### config.mk
export PLATFORM = sky130hd
export DESIGN_NAME = multicycle_control
export DESIGN_NICKNAME = d
export VERILOG_FILES = /design/src/rtl/multicycle_control.sv
export SDC_FILE = /design/constraint.sdc
export NUM_CORES = 1
export LEC_CHECK = 0
export BUFFER_PORTS_ARGS = -buffer_cell sky130_fd_sc_hd__buf_4
export CAP_MARGIN = 20
export CORE_MARGIN = 4
export CORE_UTILIZATION = 47
export DETAILED_ROUTE_END_ITERATION = 6
export GPL_TIMING_DRIVEN = 1
export PLACE_DENSITY = 0.75
export SYNTH_ARGS = -nofsm -noshare
export SYNTH_HDL_FRONTEND = slang
export SYNTH_SLANG_ARGS = --single-unit
export TNS_END_PERCENT = 1
### constraint.sdc
create_clock -name i_Clock -period 1.94 [get_ports i_Clock]
set_input_delay 0 -clock i_Clock [delete_from_list [all_inputs] [get_ports i_Clock]]
set_output_delay 0 -clock i_Clock [all_outputs]
set_load 0.02 [all_outputs]
### src/rtl/multicycle_control.sv
// Multi-cycle RV32I sequencer: steps FETCH/DECODE/EXECUTE/MEM/WRITEBACK, owns memory
// handshakes, PC/trap strobes, the memory-ready watchdog and the retired-instruction counter.
module multicycle_control #(
    parameter int MEM_TIMEOUT   = 16,
    parameter int INSTRET_WIDTH = 32
) (
    input  logic                     i_Clock,
    input  logic                     i_Reset,
    input  logic                     i_IMemReady,
    input  logic                     i_DMemReady,
    input  logic                     i_IllegalInstruction,
    input  logic                     i_RegWrite,
    input  logic                     i_MemRead,
    input  logic                     i_MemWrite,
    input  logic                     i_Branch,
    input  logic                     i_Jump,
    input  logic                     i_BranchTaken,
    output logic                     o_IMemRequest,
    output logic                     o_InstrLatchEnable,
    output logic                     o_DMemRead,
    output logic                     o_DMemWrite,
    output logic                     o_RegFileWriteEnable,
    output logic                     o_PcWriteEnable,
    output logic [1:0]               o_PcSource,
    output logic                     o_TrapEnter,
    output logic [3:0]               o_TrapCause,
    output logic                     o_Retired,
    output logic [INSTRET_WIDTH-1:0] o_InstretCount,
    output logic [2:0]               o_State
);

    typedef enum logic [2:0] {
        ST_RESET     = 3'd0,
        ST_FETCH     = 3'd1,
        ST_DECODE    = 3'd2,
        ST_EXECUTE   = 3'd3,
        ST_MEM       = 3'd4,
        ST_WRITEBACK = 3'd5,
        ST_TRAP      = 3'd6
    } state_t;

    localparam int CW = (MEM_TIMEOUT < 2) ? 1 : $clog2(MEM_TIMEOUT + 1);
    localparam logic [CW-1:0] TIMEOUT_LAST = (MEM_TIMEOUT == 0) ? '0 : CW'(MEM_TIMEOUT - 1);

    state_t                   state, nextState;
    logic [CW-1:0]            timeoutCount;
    logic [3:0]               cause, nextCause;
    logic [INSTRET_WIDTH-1:0] instret;
    logic                     timedOut;

    assign timedOut = (MEM_TIMEOUT != 0) && (timeoutCount == TIMEOUT_LAST);

    always_ff @(posedge i_Clock or posedge i_Reset) begin
        if (i_Reset) begin
            state        <= ST_RESET;
            timeoutCount <= '0;
            cause        <= '0;
            instret      <= '0;
        end else begin
            state <= nextState;
            cause <= nextCause;
            // Counter only runs while stalled on a ready; any other cycle leaves it at 0,
            // so it is already clear on every entry to FETCH or MEM.
            if ((state == ST_FETCH && !i_IMemReady) || (state == ST_MEM && !i_DMemReady))
                timeoutCount <= timeoutCount + 1'b1;
            else
                timeoutCount <= '0;
            if (state == ST_WRITEBACK)
                instret <= instret + 1'b1;
        end
    end

    always_comb begin
        nextState            = state;
        nextCause            = cause;
        o_IMemRequest        = 1'b0;
        o_InstrLatchEnable   = 1'b0;
        o_DMemRead           = 1'b0;
        o_DMemWrite          = 1'b0;
        o_RegFileWriteEnable = 1'b0;
        o_PcWriteEnable      = 1'b0;
        o_PcSource           = 2'd0;
        o_TrapEnter          = 1'b0;
        o_TrapCause          = 4'd0;
        o_Retired            = 1'b0;
        case (state)
            ST_RESET: nextState = ST_FETCH;
            ST_FETCH: begin
                o_IMemRequest = 1'b1;
                if (i_IMemReady) begin
                    o_InstrLatchEnable = 1'b1;
                    nextState          = ST_DECODE;
                end else if (timedOut) begin
                    nextState = ST_TRAP;
                    nextCause = 4'd1;
                end
            end
            ST_DECODE: begin
                if (i_IllegalInstruction || (i_MemRead && i_MemWrite)) begin
                    nextState = ST_TRAP;
                    nextCause = 4'd2;
                end else begin
                    nextState = ST_EXECUTE;
                end
            end
            ST_EXECUTE: nextState = (i_MemRead || i_MemWrite) ? ST_MEM : ST_WRITEBACK;
            ST_MEM: begin
                o_DMemRead  = i_MemRead;
                o_DMemWrite = i_MemWrite;
                if (i_DMemReady) begin
                    nextState = ST_WRITEBACK;
                end else if (timedOut) begin
                    nextState = ST_TRAP;
                    nextCause = i_MemRead ? 4'd5 : 4'd7;
                end
            end
            ST_WRITEBACK: begin
                o_RegFileWriteEnable = i_RegWrite;
                o_PcWriteEnable      = 1'b1;
                o_PcSource           = (i_Jump || (i_Branch && i_BranchTaken)) ? 2'd1 : 2'd0;
                o_Retired            = 1'b1;
                nextState            = ST_FETCH;
            end
            ST_TRAP: begin
                o_TrapEnter     = 1'b1;
                o_PcWriteEnable = 1'b1;
                o_PcSource      = 2'd2;
                o_TrapCause     = cause;
                nextState       = ST_FETCH;
            end
            default: nextState = ST_RESET;
        endcase
    end

    assign o_InstretCount = instret;
    assign o_State        = state;

endmodule
==> out/metrics.yaml <==
synthesis:
  syn_inst: 228
  netlist_area_mm2: 0.00230
  synthDistinctLibCells: 42
  avgSynthCellArea_um2: 10.1
  ys_ff_latch: 43
  syn_nets: 243
  yosysSeqAreaShare_pct: 46.8
  yosysWarnings: 0
grt:
  grt_pass1_wl_um: 8090
  grt_max_degree: 44
  grt_pass1_vias: 1735
  overflow: 0
  grt_usage_pct: 16.4
  antenna_found_initial: 0
sta:
  period_share_pct: 98.1
  finalHoldViolCount: 0
  finalClockSkew_ns: 0.00411
  tightest_slew_ns: 0.527
  period_needed_ns: 1.90
  slew-limit-headroom_pct: 64.8
  fmax_mhz: 525
  drv_slew: 0
  rsz0062_at_grt: "yes"
  setup_viol: 0
  setup_ws_ns: 0.0366
clocking:
  cts_buffers: 5
  root_buffer: "clkbuf_8"
  clk_pin_slew_ns: 0.07
  cts.sinks: 43
  cts_tree: "yes"
  clk_latency_ns: 0.29
  cts_max_level: 2
  clock_path_buffers: 2
layout:
  n_antenna_cell: 0
  nets: 313
  n_fill_cell: 410
  area_growth_pct: 30.6
  finalInstanceArea_mm2: 0.00300
  drive_above_1_share_pct: 31.9
worst_setup_path:
  rr_worst_depth: 7
  start_kind: "register"
  crit_path_end_kind: "register"
  crit_type: "reg2reg"
  critical_path.max_fanout: 3
  worstPathRequired_ns: 2.11
  worstPathArrival_ns: 2.08
power:
  p_per_area_mw_per_mm2: 951
  ir_drop_mv: 0.868
  p_leak_nw: 1.56
placed_design:
  preCtsSetupSlack_ns: -0.112
  place_area_mm2: 0.00282
  dpl.hpwl_um: 3510
  port_buffers: 58
  gp_congestion: 0.814
hold_path:
  hp-class: "in2reg"
  hold_depth: 3
die:
  die_w_um: 77.9
  core_area_mm2: 0.00472
  num_io_pins: 60
  die_h_um: 77.9
  fp.dieArea_mm2: 0.00607
  initial_core_util_pct: 48.7
  row_count: 25
drt:
  wirelength_um: 4760
  vias: 1860
  avgViaCountPerCell: 5.10
  drtAntennaViolNets: 0
  post-route-drc-count: 0
  drt-initial-drc-count: 84
  detail_route.wl_per_cell_um: 13.0
  drt-pass1-iter-count: 4
job:
  maxCapViolations: 0
run_status:
  status: "completed"
-- what timing repair did --
action                                  CTS  global route
hold buffers                              1             0
gates resized for setup                   5             2
endpoints found under the setup margin    1             2
hold endpoints to repair                 43             0
setup buffers                             1             4
pin swaps                                 2             3
-- per-stage QoR --
| step | instances | hold WS (ns) | setup TNS, ns | total power, mW | util (%) |
|---|---|---|---|---|---|
| floorplan | 228 | 0.145 | 0 | 1.79 | - |
| global placement | 352 | 0.176 | -0.0243 | 2.15 | 59.7 |
| detailed placement | 352 | 0.178 | -0.112 | 2.17 | 59.7 |
| CTS | 361 | 0.0511 | 0 | 2.86 | 62.7 |
| global route | 365 | 0.104 | -0.0617 | 3.04 | 63.6 |
| finish | 365 | 0.0610 | 0 | 2.86 | 63.6 |
-- state kept, by name, summed over array words and instances, names as in the netlist --
name	flops
cause	3
o_InstretCount	32
o_State	3
timeoutCount	5
-- Yosys cell counts --
library cell	n	area share, %
dfrtp_1	43	47
nor2_1	25	4.1
xor2_1	20	7.6
inv_1	17	2.8
nand2_1	16	2.6
nor3_1	16	3.5
xnor2_1	13	5.0
nand3_1	10	2.2
and3_1	6	1.6
a21oi_1	4	0.87
and4_1	4	1.5
buf_4	4	1.3
ha_1	4	2.2
nand2b_1	3	0.82
nand4_1	3	0.82
nand4_4	3	2.8
nor4_2	3	1.6
o22ai_1	3	0.82
a21o_1	2	0.65
a22oi_1	2	0.65
and2_1	2	0.54
clkbuf_1	2	0.33
nor2b_1	2	0.54
nor3b_1	2	0.65
nor3b_2	2	1.1
a211oi_2	1	0.54
a221oi_2	1	0.65
a2bb2oi_1	1	0.38
a32o_1	1	0.44
and4_4	1	0.49
and4b_1	1	0.44
buf_1	1	0.16
buf_6	1	0.49
conb_1	1	0.16
mux2_2	1	0.49
nand3b_1	1	0.33
nor3_2	1	0.44
nor4bb_1	1	0.44
o21ai_0	1	0.22
o21bai_1	1	0.33
o22a_1	1	0.38
or2_2	1	0.27
-- power by group --
| part | internal (mW) | switching [mW] | total (mW) |
|---|---|---|---|
| Sequential | 1.01 | 0.121 | 1.13 |
| Combinational | 0.476 | 0.591 | 1.07 |
| Clock | 0.377 | 0.282 | 0.660 |
| Total | 1.86 | 0.994 | 2.86 |
-- cells in the final DEF, fill, tap and decap left out, drive strengths merged --
cell type,count
clkbuf,6
buf,70
xor2,20
conb,1
xnor2,13
a2bb2oi,1
a22oi,2
nor3b,4
mux2,1
inv,17
a211oi,1
a221oi,1
o21ai,1
or2,1
o21bai,1
nor2b,2
dlygate4sd3,1
nor3,17
a32o,1
a21o,2
nor4,3
and4b,1
dfrtp,43
nand3b,1
a21oi,4
and3,6
nand2,16
bufinv,1
nand4,6
nor2,25
and2,2
ha,4
nand2b,3
o22a,1
o22ai,3
nand3,10
and4,5
nor4bb,1
-- final cells by class --
type	count	area, µm²	share of cell area [%]
repair buffers	71	536	17.8
clock buffers	6	72.6	2.42
multi-input cells	160	1140	38.0
clock inverters	1	30.0	1.00
flip-flops and latches	43	1080	35.8
well taps	67	83.8	2.79
inverters	17	63.8	2.13
-- layer usage --
layer / global-route usage, % / part of all wire (%)
met4: 4.72 / 0.32
met2: 28.2 / 51
met1: 21.3 / 44
met5: 0 / 0
met3: 2.78 / 4.6
-- worst max-delay path, stage by stage (launching register included) --
cell and delay (ns):
dfrtp_1 0.37, ha_2 0.19, and3_4 0.20, ha_4 0.13, nor4bb_4 0.20, a211oi_2 0.09, a221oi_2 0.25, mux2_2 0.36
-- kinds of logic (layout without fill, tap and decap cells) --
family,after synthesis,count (layout),synth area share (%)
simple gates,103,103,26.8
buf+inv,25,95,5.06
xor+xnor,33,33,12.6
other cells,1,1,0.163
fa+ha+maj,4,4,2.18
mux,1,1,0.490
compound gates,18,18,5.93
flops,43,43,46.8
-- path summary, 6_finish.rpt --
| check | startpoint | endpoint | slack (ns) |
|---|---|---|---|
| hold reg to reg | o_InstretCount[31] | o_InstretCount[31] | 0.47 |
| max in group asynchronous | i_Reset | o_InstretCount[4] | 1.17 |
| min in group asynchronous | i_Reset | o_InstretCount[22] | 0.41 |
| setup / recovery | timeoutCount[0] | cause[2] | 0.04 |
| setup reg to reg | timeoutCount[0] | cause[2] | 0.04 |
| hold / removal | i_DMemReady | o_State[1] | 0.06 |
Note: power is estimated with default switching activity, not from simulation.
